### src/rtl/dma_mem_ctrl.sv
// dma_mem_ctrl
// Command sequencer for the dma_mem_wr / dma_mem_rd engines that share one
// peripheral memory. One command (op, addr, len, timeout) is accepted at a
// time, latched, and used to run the selected engine's 4-phase req/ack
// handshake. Software sees busy, a one-cycle done pulse, a sticky error and a
// completed-command counter.
//
// Ports
//   clk_i, rst_ni              clock; asynchronous active-low reset
//   cmd_start_i                one-cycle command strobe
//   cmd_op_i                   0 = write to memory, 1 = read from memory
//   cmd_addr_i / cmd_len_i     start address / read length in words
//   cmd_tout_i                 timeout in cycles, 0 disables it
//   wr_req_o/wr_ack_i/wr_addr_o          write engine handshake + address
//   rd_req_o/rd_ack_i/rd_addr_o/rd_len_o read engine handshake + addr/len
//   busy_o, done_o, err_o, cmd_cnt_o     status to software
`timescale 1ns/1ps

module dma_mem_ctrl #(
    parameter int MEM_AW = 16,
    parameter int TOUT_W = 16,
    parameter int CNT_W  = 16
) (
    input  logic              clk_i,
    input  logic              rst_ni,
    input  logic              cmd_start_i,
    input  logic              cmd_op_i,
    input  logic [MEM_AW-1:0] cmd_addr_i,
    input  logic [MEM_AW-1:0] cmd_len_i,
    input  logic [TOUT_W-1:0] cmd_tout_i,
    output logic              wr_req_o,
    input  logic              wr_ack_i,
    output logic [MEM_AW-1:0] wr_addr_o,
    output logic              rd_req_o,
    input  logic              rd_ack_i,
    output logic [MEM_AW-1:0] rd_addr_o,
    output logic [MEM_AW-1:0] rd_len_o,
    output logic              busy_o,
    output logic              done_o,
    output logic              err_o,
    output logic [CNT_W-1:0]  cmd_cnt_o
);

    localparam logic [1:0] ST_IDLE = 2'd0;
    localparam logic [1:0] ST_REQ  = 2'd1;
    localparam logic [1:0] ST_RUN  = 2'd2;
    localparam logic [1:0] ST_DONE = 2'd3;

    // Reset asserts asynchronously but is released through two flops so the
    // whole controller leaves reset on a clean clock edge.
    logic [1:0] rst_sync_q;
    logic       rst_n;

    always_ff @(posedge clk_i or negedge rst_ni) begin
        if (!rst_ni) begin
            rst_sync_q <= '0;
        end else begin
            rst_sync_q <= {rst_sync_q[0], 1'b1};
        end
    end

    assign rst_n = rst_sync_q[1];

    logic [1:0]        state_q, state_d;
    logic              op_q;
    logic [MEM_AW-1:0] addr_q;
    logic [MEM_AW-1:0] len_q;
    logic [TOUT_W-1:0] tout_q;
    logic [TOUT_W-1:0] tcnt_q;
    logic              err_q;
    logic [CNT_W-1:0]  cnt_q;

    logic sel_ack;
    logic tout_hit;
    logic reject;
    logic accept;
    logic err_set;

    // Only the engine chosen by the latched op is listened to; the other
    // engine's ack is ignored for the whole command.
    assign sel_ack  = op_q ? rd_ack_i : wr_ack_i;
    // Counter starts at 0 on state entry, so hitting tout-1 means the state
    // has been occupied for exactly tout cycles.
    assign tout_hit = (tout_q != '0) && (tcnt_q == tout_q - TOUT_W'(1));
    // An engine still showing ack has not drained its previous transfer;
    // a zero-length read has nothing to do.
    assign reject   = wr_ack_i | rd_ack_i | (cmd_op_i & (cmd_len_i == '0));

    always_comb begin
        // NOTE: every always_comb output gets a default first so no path
        // leaves it unassigned; otherwise synthesis infers a latch.
        state_d = state_q;
        accept  = 1'b0;
        err_set = 1'b0;
        case (state_q)
            ST_IDLE: begin
                if (cmd_start_i) begin
                    if (reject) begin
                        err_set = 1'b1;
                    end else begin
                        accept  = 1'b1;
                        state_d = ST_REQ;
                    end
                end
            end
            ST_REQ: begin
                if (sel_ack) begin
                    state_d = ST_RUN;
                end else if (tout_hit) begin
                    err_set = 1'b1;
                    state_d = ST_IDLE;
                end
            end
            ST_RUN: begin
                // A started engine cannot be aborted: a timeout here only
                // flags the error and keeps waiting for ack to fall.
                if (!sel_ack) begin
                    state_d = ST_DONE;
                end else if (tout_hit) begin
                    err_set = 1'b1;
                end
            end
            ST_DONE: begin
                state_d = ST_IDLE;
            end
            default: begin
                state_d = ST_IDLE;
            end
        endcase
    end

    always_ff @(posedge clk_i or negedge rst_n) begin
        if (!rst_n) begin
            state_q <= ST_IDLE;
            op_q    <= 1'b0;
            addr_q  <= '0;
            len_q   <= '0;
            tout_q  <= '0;
            tcnt_q  <= '0;
            err_q   <= 1'b0;
            cnt_q   <= '0;
        end else begin
            // NOTE: sequential state uses non-blocking assignments so every
            // register samples pre-edge values regardless of statement order.
            state_q <= state_d;

            if (accept) begin
                op_q   <= cmd_op_i;
                addr_q <= cmd_addr_i;
                len_q  <= cmd_len_i;
                tout_q <= cmd_tout_i;
            end

            if (state_d != state_q) begin
                tcnt_q <= '0;
            end else if (state_q == ST_REQ || state_q == ST_RUN) begin
                tcnt_q <= tcnt_q + TOUT_W'(1);
            end

            if (accept) begin
                err_q <= 1'b0;
            end else if (err_set) begin
                err_q <= 1'b1;
            end

            if (state_q == ST_DONE) begin
                cnt_q <= cnt_q + CNT_W'(1);
            end
        end
    end

    // All outputs are decoded from registers: no input reaches an output
    // combinationally, and req drops on the same edge that enters ST_RUN.
    assign wr_req_o  = (state_q == ST_REQ) & ~op_q;
    assign rd_req_o  = (state_q == ST_REQ) &  op_q;
    assign wr_addr_o = addr_q;
    assign rd_addr_o = addr_q;
    assign rd_len_o  = len_q;
    assign busy_o    = (state_q != ST_IDLE);
    assign done_o    = (state_q == ST_DONE);
    assign err_o     = err_q;
    assign cmd_cnt_o = cnt_q;

endmodule

### config.mk
export PLATFORM = sky130hd
export DESIGN_NAME = dma_mem_ctrl
export DESIGN_NICKNAME = d
export VERILOG_FILES = /design/src/rtl/dma_mem_ctrl.sv
export SDC_FILE = /design/constraint.sdc
export NUM_CORES = 1
export LEC_CHECK = 0
export ABC_AREA = 1
export CORE_ASPECT_RATIO = 1.5
export CORE_MARGIN = 2
export CORE_UTILIZATION = 49
export DETAILED_ROUTE_END_ITERATION = 10
export HOLD_SLACK_MARGIN = 0.15
export PLACE_DENSITY = 0.77
export SLEW_MARGIN = 20
export SYNTH_ARGS = -nofsm -noshare
export SYNTH_HDL_FRONTEND = slang
export SYNTH_SLANG_ARGS = --single-unit
### constraint.sdc
create_clock -name clk_i -period 3.3 [get_ports clk_i]
set_input_delay 0.66 -clock clk_i [delete_from_list [all_inputs] [get_ports clk_i]]
set_output_delay 0.66 -clock clk_i [all_outputs]
set_load 0.005 [all_outputs]
==> key figures <==
Outcome
  – Status: completed

Yosys
  – Seq/Total Area, Yosys: 46.4%
  – Mean Syn Cell Area: 7.83 µm²
  – Syn Inst Count: 593
  – Mapped Nets: 655
  – Ys Warns: 0
  – Distinct cells, synth: 32
  – Yosys reg bits: 86
  – Area of the mapped netlist: 0.00464 mm²

STA
  – Setup_tns: 0 ns
  – Pin slew with the least headroom to its limit: 0.569 ns
  – Min Tclk post-route: 2.56 ns
  – Fin Clk Skew: 0.00536 ns
  – Fin worst setup slack: 0.741 ns
  – Headroom to the max-slew limit: 62.0%
  – RSZ-0062 raised after global routing: no
  – Peak Freq: 391 MHz
  – Tcrit/Tclk final: 77.6%
  – Hold Vio Cnt, Final: 0
  – Final setup vio count: 0
  – Final Max Slew Viols: 0
  – Worst Hold Slack: 0.329 ns

Clocking
  – CTS tree: built
  – Root Driver: clkbuf_16
  – CTS Buf Count: 9
  – Max clock buf depth: 2
  – Postcts setup bufs: 0
  – # H-tree levels: 3
  – CTS Sinks: 86
  – CTS hold repair buffers: 0
  – Clock Pin Slew Worst Setup and Hold Paths: 0.06 ns
  – Post-CTS Resized: 0
  – Worst-Skew Late Latency: 0.34 ns

Setup path
  – Worst Reg-to-Reg Cells: 17
  – CP required: 3.52 ns
  – CP Class: reg -> reg
  – Worst reg2reg startpoint: tout_q[0]
  – Worst setup SP type: flip-flop
  – Crit-path max FO: 16
  – Worst setup EP type: flip-flop
  – Worst setup startpoint: tout_q[0]
  – Critical Path AT: 2.78 ns

Final layout
  – Share of cells above drive strength 1: 7.78%
  – Fin util: 67.1%
  – Ant. Diodes: 0
  – Final cell count without fillers: 819
  – Final Instance Area: 0.00621 mm²
  – Commonest non-fill, non-tap cells in the layout: nand2_1 (218), clkdlybuf4s50_1 (122), dfrtp_1 (85), inv_1 (60), nor2_1 (45)
  – Area Growth Syn to Fin: 33.7%
  – Final #Nets: 764
  – Commonest non-fill, non-tap cell in the layout: nand2_1

Power and ir drop
  – Internal power: 3.12 mW
  – Combinational share of power: 42.9%
  – Power Total: 4.95 mW
  – Clock Power Share: 22.3%
  – Maximum vdd drop: 0.528 mV
  – Sw Share: 37.0%
  – P per Cell Area: 798 mW/mm²
  – Flop pwr share: 34.8%
  – Sw power: 1.83 mW
  – Leak: 2.98 nW

Place
  – DP Worst Slack: 0.537 ns
  – Placed inst area: 0.00586 mm²
  – I/O Buffers: 122
  – Routability cong.: 0.864
  – Placed cell count: 802
  – Final HPWL DP: 8.29 mm

Routing
  – Routed Antenna Nets: 0
  – Residual DRC: 0
  – 1st-iter DRT viols: 272
  – Vias: 4038
  – Vias per cell: 4.93
  – Routed wire length: 11.1 mm
  – TritonRoute pass-1 iters: 4
  – Routed WL per cell: 13.6 µm

Die
  – # rows: 43
  – Initial Util: 50.2%
  – Die footprint: 0.0103 mm²
  – Die width: 83.5 µm
  – Vert. Die Dim: 123 µm
  – Ports: 123
  – Core area: 0.00925 mm²

Global route
  – Total grt overflow: 0
  – Initial antenna violation count: 0
  – Largest net degree at the start of global routing: 85
  – Number of global-route vias before repair: 4118
  – First-pass GRT wire length: 18.8 mm
  – Gr usage total: 23.1%

Worst hold path
  – Worst hold path class: reg -> async

Flow run
  – Max-Cap Viols: 0
[power groups by stage]
stage / registers (mW) / clock network, mW / logic, mW
floorplan: 1.68 / 0 / 1.31
global placement: 1.73 / 0 / 2.07
detailed placement: 1.74 / 0 / 2.13
CTS: 1.73 / 1.12 / 2.15
global route: 1.76 / 1.16 / 2.39
finish: 1.72 / 1.10 / 2.13
[area by class of cell]
| cell class | instances | area [µm²] |
|---|---|---|
| fill | 799 | 3050 |
| clock inverter | 5 | 82.6 |
| inverter | 63 | 236 |
| clock buffer | 11 | 243 |
| timing repair buffer | 125 | 1270 |
| sequential | 86 | 2160 |
| tap | 112 | 140 |
| multi-input combinational | 417 | 2080 |
[metal layers]
layer	track usage, %	part of all wire (%)	vias up
li1	-	-	2023
met1	24.4	38	1881
met2	42.4	53	109
met3	6.74	6.0	25
met4	10.6	3.7	0
met5	0	0	-
[worst max-delay path: stages (launching register included)]
cell and delay, ns:
dfrtp_1 0.40, inv_1 0.18, ha_1 0.27, nand2_1 0.09, nor2_1 0.21, nand3_1 0.14
a21oi_1 0.17, nor2_1 0.07, nand3_2 0.10, nor2_2 0.05, o21ai_2 0.14, nand2_2 0.07
nand2_1 0.06, nand2_1 0.04, nand2_1 0.06, clkinv_1 0.09, nand2_4 0.23, nor2_1 0.08
[final timing paths]
kind,endpoint,slack [ns]
max in group asynchronous,cmd_cnt_o[7],2.36
worst max register to register,tcnt_q[9],0.74
worst min-delay path,rd_len_o[1],0.33
min in group clk_i,rst_sync_q[1],0.36
worst min register to register,rd_len_o[1],0.33
worst max-delay path,tcnt_q[9],0.74
[registers in the layout, indices dropped and copies added (netlist names)]
name	count
err_o	1
op_q	1
state_q	2
cmd_cnt_o	16
rst_sync_q	2
rd_addr_o	16
tout_q	16
tcnt_q	16
rd_len_o	16
[cells in the mapped netlist]
library cell,n,area share [%]
a21o_1,1,0.16
a21oi_1,2,0.22
a32o_1,1,0.22
buf_12,1,0.43
buf_4,16,2.6
clkbuf_1,9,0.73
clkbuf_2,1,0.11
clkinv_1,1,0.081
conb_1,1,0.081
dfrtp_1,86,46
ha_1,8,2.2
inv_1,60,4.9
inv_2,2,0.16
nand2_1,218,18
nand2_2,4,0.54
nand2_4,1,0.24
nand3_1,28,3.0
nand3_2,2,0.43
nand3_4,1,0.38
nand3b_1,4,0.65
nand4_1,8,1.1
nor2_1,46,3.7
nor2_2,17,2.3
nor2_4,5,1.2
nor3_1,5,0.54
nor4_1,3,0.40
o21ai_0,24,2.6
o21ai_1,1,0.11
o21ai_2,2,0.38
o21bai_2,1,0.24
xnor2_1,13,2.5
xor2_1,21,4.0
[kinds of logic (layout without fill, tap and decap cells)]
group / count (synthesis) / after routing / synth area share, %
and+or+nand+nor: 342 / 342 / 32.1
adders and majority gates: 8 / 8 / 2.16
xor gates and xnor gates: 34 / 34 / 6.42
AOI/OAI and AO/OA: 32 / 32 / 3.91
other: 1 / 1 / 0.0808
DFF: 86 / 86 / 46.4
buffers and inverters: 90 / 204 / 8.95
Note: power is estimated with default switching activity, not from simulation.
